### src/rtl/riscy_pkg.sv
// Shared constants for the riscy core: RV32I major opcodes, RAM address width,
// the canonical NOP and the fetch-stage state enum.
package riscy_pkg;

  localparam int ADDR_W = 14;

  localparam logic [31:0] NOP_INST = 32'h0000_0013;

  localparam logic [6:0] OP_LOAD    = 7'b000_0011;
  localparam logic [6:0] OP_MISCMEM = 7'b000_1111;
  localparam logic [6:0] OP_OPIMM   = 7'b001_0011;
  localparam logic [6:0] OP_AUIPC   = 7'b001_0111;
  localparam logic [6:0] OP_STORE   = 7'b010_0011;
  localparam logic [6:0] OP_OP      = 7'b011_0011;
  localparam logic [6:0] OP_LUI     = 7'b011_0111;
  localparam logic [6:0] OP_BRANCH  = 7'b110_0011;
  localparam logic [6:0] OP_JALR    = 7'b110_0111;
  localparam logic [6:0] OP_JAL     = 7'b110_1111;
  localparam logic [6:0] OP_SYSTEM  = 7'b111_0011;

  typedef enum logic {
    RUN,
    FAULT
  } fetch_state_e;

endpackage

### src/rtl/fetch_fifo.sv
// Small synchronous FIFO buffering fetched {inst, pc, fault} entries.
// Flush empties it and may load one entry in the same cycle.
module fetch_fifo #(
  parameter int DEPTH = 2,
  parameter int W     = 65
) (
  input  logic                     clk,
  input  logic                     rst,
  input  logic                     push,
  input  logic [W-1:0]             push_data,
  input  logic                     pop,
  input  logic                     flush,
  output logic [W-1:0]             head,
  output logic [$clog2(DEPTH):0]   count
);
  localparam int PW = $clog2(DEPTH);

  logic [W-1:0]  mem [DEPTH];
  logic [PW-1:0] rd_ptr_reg, wr_ptr_reg, wr_addr;
  logic [PW:0]   count_reg, count_next;

  assign wr_addr    = flush ? '0 : wr_ptr_reg;
  assign count_next = count_reg + (PW+1)'(push) - (PW+1)'(pop);
  assign head       = mem[rd_ptr_reg];
  assign count      = count_reg;

  always_ff @(posedge clk) begin
    if (push) begin
      mem[wr_addr] <= push_data;
    end
  end

  always_ff @(posedge clk or posedge rst) begin
    if (rst) begin
      rd_ptr_reg <= '0;
      wr_ptr_reg <= '0;
      count_reg  <= '0;
    end else if (flush) begin
      // Flush drops everything; a same-cycle push becomes the sole entry.
      rd_ptr_reg <= '0;
      wr_ptr_reg <= push ? PW'(1) : '0;
      count_reg  <= push ? (PW+1)'(1) : '0;
    end else begin
      if (push) wr_ptr_reg <= wr_ptr_reg + PW'(1);
      if (pop)  rd_ptr_reg <= rd_ptr_reg + PW'(1);
      count_reg <= count_next;
    end
  end

endmodule

### src/rtl/fetch_unit.sv
// Instruction fetch stage: PC, credit-based issue to the RAM port, redirect
// handling and a small output buffer. Define FETCH_MISALIGN_TRAP_EN to trap misaligned targets.
module fetch_unit #(
  parameter logic [31:0] RESET_PC   = 32'h0000_0000,
  parameter int          ADDR_W     = riscy_pkg::ADDR_W,
  parameter int          FIFO_DEPTH = 2
) (
  input  logic              clk,
  input  logic              rst,
  output logic [ADDR_W-1:0] i_addr,
  input  logic [31:0]       i_out,
  input  logic              redirect_vld,
  input  logic [31:0]       redirect_pc,
  output logic              inst_vld,
  input  logic              inst_rdy,
  output logic [31:0]       inst,
  output logic [31:0]       inst_pc,
  output logic              inst_fault
);
  import riscy_pkg::*;

  localparam int CW = $clog2(FIFO_DEPTH) + 1;
  localparam int EW = 65;

  fetch_state_e  state_reg, state_next;
  logic [31:0]   pc_reg, pc_next, req_pc_reg, req_pc_next, target;
  logic          inflight_reg, inflight_next;
  logic          misalign, issue, push, pop;
  logic [CW:0]   occupancy;
  logic [CW-1:0] count;
  logic [EW-1:0] push_data, head;

`ifdef FETCH_MISALIGN_TRAP_EN
  assign target     = redirect_pc;
  assign misalign   = redirect_vld & (redirect_pc[1:0] != 2'b00);
  assign inst_fault = inst_vld & head[0];
`else
  logic unused_bits;
  assign target      = {redirect_pc[31:2], 2'b00};
  assign misalign    = 1'b0;
  assign inst_fault  = 1'b0;
  assign unused_bits = ^{redirect_pc[1:0], head[0]};
`endif

  assign inst_vld = (count != '0);
  assign inst     = inst_vld ? head[64:33] : 32'h0;
  assign inst_pc  = inst_vld ? head[32:1]  : 32'h0;

  always_comb begin
    pop         = inst_vld & inst_rdy;
    occupancy   = {1'b0, count} + (CW+1)'(inflight_reg);
    state_next  = state_reg;
    pc_next     = pc_reg;
    req_pc_next = req_pc_reg;
    issue       = 1'b0;
    // The word returning this cycle is dropped if a redirect squashes it.
    push        = inflight_reg & ~redirect_vld;
    push_data   = {i_out, req_pc_reg, 1'b0};
    i_addr      = pc_reg[ADDR_W-1:0];
    if (redirect_vld) begin
      if (misalign) begin
        state_next = FAULT;
        push       = 1'b1;
        push_data  = {NOP_INST, redirect_pc, 1'b1};
      end else begin
        state_next  = RUN;
        issue       = 1'b1;
        i_addr      = target[ADDR_W-1:0];
        pc_next     = target + 32'd4;
        req_pc_next = target;
      end
    end else if (state_reg == RUN &&
                 (occupancy - (CW+1)'(pop)) < (CW+1)'(FIFO_DEPTH)) begin
      issue       = 1'b1;
      pc_next     = pc_reg + 32'd4;
      req_pc_next = pc_reg;
    end
    inflight_next = issue;
  end

  always_ff @(posedge clk or posedge rst) begin
    if (rst) begin
      state_reg    <= RUN;
      pc_reg       <= RESET_PC;
      req_pc_reg   <= RESET_PC;
      inflight_reg <= 1'b0;
    end else begin
      state_reg    <= state_next;
      pc_reg       <= pc_next;
      req_pc_reg   <= req_pc_next;
      inflight_reg <= inflight_next;
    end
  end

  fetch_fifo #(
    .DEPTH (FIFO_DEPTH),
    .W     (EW)
  ) u_fifo (
    .clk       (clk),
    .rst       (rst),
    .push      (push),
    .push_data (push_data),
    .pop       (pop),
    .flush     (redirect_vld),
    .head      (head),
    .count     (count)
  );

endmodule

### config.mk
export PLATFORM = sky130hd
export DESIGN_NAME = fetch_unit
export DESIGN_NICKNAME = d
export VERILOG_FILES = /design/src/rtl/riscy_pkg.sv /design/src/rtl/fetch_fifo.sv /design/src/rtl/fetch_unit.sv
export SDC_FILE = /design/constraint.sdc
export NUM_CORES = 1
export LEC_CHECK = 0
export CAP_MARGIN = 40
export CORE_MARGIN = 1.5
export CORE_UTILIZATION = 43
export CTS_CLUSTER_DIAMETER = 100
export DETAILED_ROUTE_END_ITERATION = 6
export GPL_TIMING_DRIVEN = 0
export PLACE_DENSITY = 0.69
export SYNTH_ARGS = -nofsm -noshare
export SYNTH_HDL_FRONTEND = slang
export SYNTH_SLANG_ARGS = --single-unit
### constraint.sdc
create_clock -name clk -period 8.7 [get_ports clk]
set_input_delay 1.74 -clock clk [delete_from_list [all_inputs] [get_ports clk]]
set_output_delay 1.74 -clock clk [all_outputs]
set_load 0.005 [all_outputs]
After elaboration in Yosys (flattened, before gate mapping)
Memory sizes are Yosys's and may differ from the RTL's.
Cells that the tools add are included.
{"block": "totals", "reg_bits": 69, "mem_bits_rw": 128, "in_bits": 68, "output_inout_bits": 80, "word_cells": 41, "mem_count": 1}
{"name": "u_fifo.mem", "words": 2, "word_bits": 64, "rd": 1, "rd_clocked_by_memory_dff": 0, "write_ports": 1, "line_no": "fetch_fifo.sv:18", "source": "logic [W-1:0] mem [DEPTH];"}
{"block": "op_classes", "addsub": 8, "order_cmp": 1, "mux": 18, "bitwise_logic": 3, "reduce_logical": 4}
{"op": "32-bit 2-to-1 mux", "n": 6}
{"op": "32-bit by 3-bit adder with 32-bit output (second input constant)", "n": 2}
{"op": "14-bit 2-to-1 mux", "n": 1}
{"op": "1-bit 2-to-1 mux", "n": 10}
{"op": "2-bit nonzero test", "n": 4}
{"op": "2-bit by 1-bit adder with 3-bit output", "n": 1}
{"op": "3-bit by 2-bit < comparator with 1-bit output (second input constant)", "n": 1}
{"op": "3-bit by 1-bit subtractor with 3-bit output", "n": 1}
{"op": "1-bit adder (second input constant)", "n": 2}
{"op": "2-bit by 1-bit adder with 2-bit output", "n": 1}
{"op": "1-bit bitwise AND", "n": 2}
{"op": "2-bit 2-to-1 mux", "n": 1}
{"op": "2-bit by 1-bit subtractor with 2-bit output", "n": 1}
{"op": "1-bit inverter", "n": 1}

Longest topological paths before layout
Gate-level depths: netlist of run 1.
{"block": "depth", "word_depth": 6, "mapped_depth": 14, "mapped_depth_nobuf": 12}

Hierarchy
From an unflattened synthesis of run 1, not the netlist that was laid out.
{"block": "unflattened", "hier_cells": 733, "area_unflattened_um2": 9362.7}
{"mod": "fetch_fifo", "instances": 1, "cells_per_inst": 221, "area_per_inst_um2": 5067.4, "seq_area_each_um2": 4003.8}
{"mod": "fetch_unit", "instances": 1, "cells_per_inst": 512, "area_per_inst_um2": 4295.4, "seq_area_each_um2": 1526.5}

Least setup slack after synthesis of run 1
Ideal clock, no wire load.
{"block": "synth_timing", "kind": "input to register", "from": "in redirect_vld", "to": "mem u_fifo.mem[0][10] (netlist bit), enable pin", "setup_ns": 0.490, "t_arrival_ns": 5.373, "t_required_ns": 8.210, "setup_slack_ns": 2.837, "stages": 6, "n_path_buf": 4, "path_cell_list": "buf_6 -> buf_2 -> buf_2 -> buf_1 -> nor2b_1 -> nor2b_1"}
{"block": "synth_via", "elab_chain_cells": 4, "word_cells_on_any_way": 5, "classes_between": "3 x mux; 2 x bitwise"}
{"element": "start: declaration", "line_no": "fetch_unit.sv:12", "source": "input logic redirect_vld,"}
{"element": "1-bit inverter", "line_no": "fetch_unit.sv:57", "source": "push = inflight_reg & ~redirect_vld;"}
{"element": "1-bit bitwise AND", "line_no": "fetch_unit.sv:57"}
{"element": "1-bit 2-to-1 mux", "line_no": "fetch_fifo.sv:28", "source": "if (push) begin"}
{"element": "1-bit 2-to-1 mux (implied by the code)", "line_no": "fetch_fifo.sv:29", "source": "mem[wr_addr] <= push_data;"}
{"element": "end: declaration", "line_no": "fetch_fifo.sv:18"}
Several ways; a longest one is shown, not always the timed one.

Final worst setup path of run 1
{"block": "layout_timing", "from": "in redirect_vld", "to": "out i_addr[6]"}
{"block": "layout_via", "elab_chain_cells": 1}
{"element": "14-bit 2-to-1 mux", "line_no": "fetch_unit.sv:60", "source": "if (redirect_vld) begin"}
{"element": "end: declaration", "line_no": "fetch_unit.sv:10", "source": "output logic [ADDR_W-1:0] i_addr,"}
No other way between the ends.

==> results of run 1 <==
-- cell families after synthesis --
family / synth area share
other: 0.000431
adders and majority gates: 0.00805
buffers and inverters: 0.0412
xor gates and xnor gates: 0.0463
muxes: 0.124
and+or+nand+nor: 0.123
AOI/OAI and AO/OA: 0.0424
DFF: 0.615
-- per-layer routing --
layer,vias to the layer above,GRT usage,part of all wire
li1,2836,-,-
met1,2744,0.250,0.46
met2,197,0.295,0.47
met3,17,0.0321,0.052
met4,0,0.0628,0.012
met5,-,0,0
-- layout by cell type, fill, tap and decap left out, types with 3 or more instances in the layout --
cell type,synthesis,routed
buf_6,2,3
buf_1,4,4
nor4_1,7,7
clkbuf_16,0,17
o21ai_0,24,24
mux2i_1,99,99
buf_2,5,5
edfxtp_1,124,124
nand2_1,48,48
and2_1,4,3
xnor2_1,39,39
nor2_1,111,111
mux2_2,7,7
nand4_1,11,11
ha_1,4,4
conb_1,1,5
nand3b_1,7,7
clkdlybuf4s50_1,0,140
inv_6,0,3
buf_4,19,19
clkbuf_1,21,21
xor2_1,7,7
clkinv_4,0,4
nor3_1,10,10
inv_8,0,5
a22oi_1,6,6
dfrtp_1,65,65
buf_16,0,3
nor2b_1,5,4
nand4b_1,4,4
inv_1,19,18
nand3_1,16,16
a21oi_1,22,22
-- synthesized netlist by cell type, types with 7 or more instances --
library cell / count
buf_4: 19
nand3b_1: 7
o21ai_0: 24
clkbuf_1: 21
nand2_1: 48
edfxtp_1: 124
nor4_1: 7
dfrtp_1: 65
nor2_1: 111
nor3_1: 10
mux2_2: 7
inv_1: 19
a21oi_1: 22
xor2_1: 7
nand3_1: 16
xnor2_1: 39
nand4_1: 11
mux2i_1: 99
-- worst paths after layout --
path | startpoint | to | slack (ps) | depth (start not counted)
setup / recovery | redirect_vld | i_addr[6] | 2440 | 8
hold / removal | pc_reg[3]$_DFFE_PP0P_ | pc_reg[3]$_DFFE_PP0P_ | 470 | 2
setup reg to reg | u_fifo.count[1]$_DFF_PP0_ | req_pc_reg[9]$_DFFE_PP0P_ | 4520 | 14
hold reg to reg | pc_reg[3]$_DFFE_PP0P_ | pc_reg[3]$_DFFE_PP0P_ | 470 | 2
max in group asynchronous | rst | pc_reg[31]$_DFFE_PP0P_ | 6670 | 3
min in group asynchronous | rst | req_pc_reg[8]$_DFFE_PP0P_ | 1520 | 2
-- metrics by stage --
step	utilization	cell area [µm²]
detailed placement	0.538	10600
global route	0.569	11200
CTS	0.569	11200
global placement	0.532	10500
floorplan	-	8720
finish	0.569	11200
-- critical path: stages --
cell and delay, ps:
clkdlybuf4s50_1 510, buf_6 170, buf_2 260, buf_2 290, buf_1 530, mux2_2 440
buf_4 140, clkdlybuf4s50_1 430
-- cell type report --
class / count / area [µm²] / area share
Multi-Input combinational cell: 456 / 3020 / 0.270
Buffer: 51 / 284 / 0.0254
Sequential cell: 189 / 5350 / 0.479
Tap cell: 265 / 332 / 0.0297
Clock buffer: 17 / 425 / 0.0381
Inverter: 20 / 77.6 / 0.00694
Timing Repair Buffer: 145 / 1520 / 0.136
Clock inverter: 15 / 171 / 0.0153
-- power groups by stage --
| stage | Combinational [mW] | Clock, mW | Sequential [mW] |
|---|---|---|---|
| after detailed placement | 1.29 | 0 | 1.43 |
| after global placement | 1.24 | 0 | 1.43 |
| final | 1.28 | 0.767 | 1.41 |
| after floorplan | 0.747 | 0 | 1.39 |
| after global routing | 1.41 | 0.822 | 1.44 |
| after CTS | 1.30 | 0.786 | 1.41 |
==> impl_metrics.env, run 1 <==
export IMPL_clock_latency_ps=430
export IMPL_final_cells=1158
export IMPL_cts_post_setup_buffers_inserted=0
export IMPL_viasPerCell=5.00
export IMPL_p_switching_mw=1.16
export IMPL_p_seq_frac=0.408
export IMPL_cts_tree="done"
export IMPL_area_delta_synth_final_pct=28.4
export IMPL_synth_async_reset_ratio=0.344
export IMPL_core_area_mm2=0.0197
export IMPL_drt_iter0_markers=363
export IMPL_fin_setup_tns_ps=0
export IMPL_setup_violations_final=0
export IMPL_grt_pass1_vias=5696
export IMPL_drc=0
export IMPL_ys_seq_area_frac=0.615
export IMPL_synthCells=712
export IMPL_ys_ff_latch=189
export IMPL_synth_top_area_share=0.428
export IMPL_ys_flop_type="edfxtp_1"
export IMPL_cts_root_buffer="clkbuf_16"
export IMPL_drt_total_wl_mm=19.0
export IMPL_synth_edf_count=124
export IMPL_grt_overflow=0
export IMPL_critPathMaxFanout=10
export IMPL_cp_end_kind="output port"
export IMPL_largest_reg_flops=124
export IMPL_clkPwrFrac=0.222
export IMPL_vias=5794
export IMPL_rsz0062_at_grt="false"
export IMPL_synth_area_leaders="edfxtp_1 (43%), dfrtp_1 (19%), mux2i_1 (11%)"
export IMPL_crit_arrival_ps=4520
export IMPL_worst_slew_pin_slew_ps=821
export IMPL_synth_area_per_cell_um2=12.2
export IMPL_hold_path_class="flop to flop"
export IMPL_hold_violations=0
export IMPL_clkSlewWorstSetupHoldPaths_ps=70
export IMPL_yosysWarnings=0
export IMPL_worst_setup_path_start_kind="input port"
export IMPL_die_area_mm2=0.0211
export IMPL_cp_required_ps=6960
export IMPL_grt_total_usage=0.183
export IMPL_power_frac_comb=0.370
export IMPL_finalClockSkew_ps=10.6
export IMPL_outcome="complete, no violations"
export IMPL_wire_per_inst_um=16.4
export IMPL_dp_hpwl_mm=13.5
export IMPL_syn_area_mm2=0.00871
export IMPL_setup_slack_ps=2440
export IMPL_rows=51
export IMPL_grt_max_degree=64
export IMPL_power_share_switching=0.336
export IMPL_power_leakage_nw=4.06
export IMPL_cts_sinks=189
export IMPL_die_height_um=145
export IMPL_portBuffers=140
export IMPL_cts_buffers=17
export IMPL_drv_slew=0
export IMPL_path_class="input port to output port"
export IMPL_antenna_found_initial=0
export IMPL_place_inst=1126
export IMPL_drtAntennaViolNets=0
export IMPL_synth_largest_area_cell="edfxtp_1"
export IMPL_cts_hold_buf=0
export IMPL_layout_nets=953
export IMPL_fin_hold_ws_ps=469
export IMPL_period_needed_ps=6260
export IMPL_n_fill_cell=1706
export IMPL_power_mw=3.46
export IMPL_ys_types=44
export IMPL_io_pins=148
export IMPL_antenna_cells=0
export IMPL_fp_dieW_um=145
export IMPL_cell_internal_pwr_mw=2.30
export IMPL_min_period_over_period=0.720
export IMPL_htree_num_levels=4
export IMPL_initial_utilization=0.443
export IMPL_routabilityCongestion=0.893
export IMPL_max_slew_margin=0.453
export IMPL_first_pass_iters=5
export IMPL_cap_violations=0
export IMPL_grt_pass1_wl_mm=30.2
export IMPL_ctsResizeCount=0
export IMPL_clk_path_buf_depth=2
export IMPL_peakVddDrop_mv=0.145
export IMPL_drive_above_1_share=0.0896
export IMPL_power_density_mw_per_mm2=309
export IMPL_dp_slack_ps=2440
export IMPL_max_clock_freq_mhz=160
(Power assumes the default switching activity.)
==> run 2, diff against run 1 <==
==> constraint.sdc (replaced) <==
create_clock -name clk -period 6.05 [get_ports clk]
set_input_delay 1.21 -clock clk [delete_from_list [all_inputs] [get_ports clk]]
set_output_delay 1.21 -clock clk [all_outputs]
set_load 0.005 [all_outputs]
==> results of run 2 <==
Same layout as run 1 (identical final DEF). Status: complete, no violations.
Main changes from that run: setup slack after placement 2440 ps -> 846 ps; setup slack after layout 2440 ps -> 846 ps; register-to-register setup slack 4520 ps -> 1870 ps; total power 3.46 mW -> 4.97 mW; worst IR drop on VDD 0.145 mV -> 0.209 mV
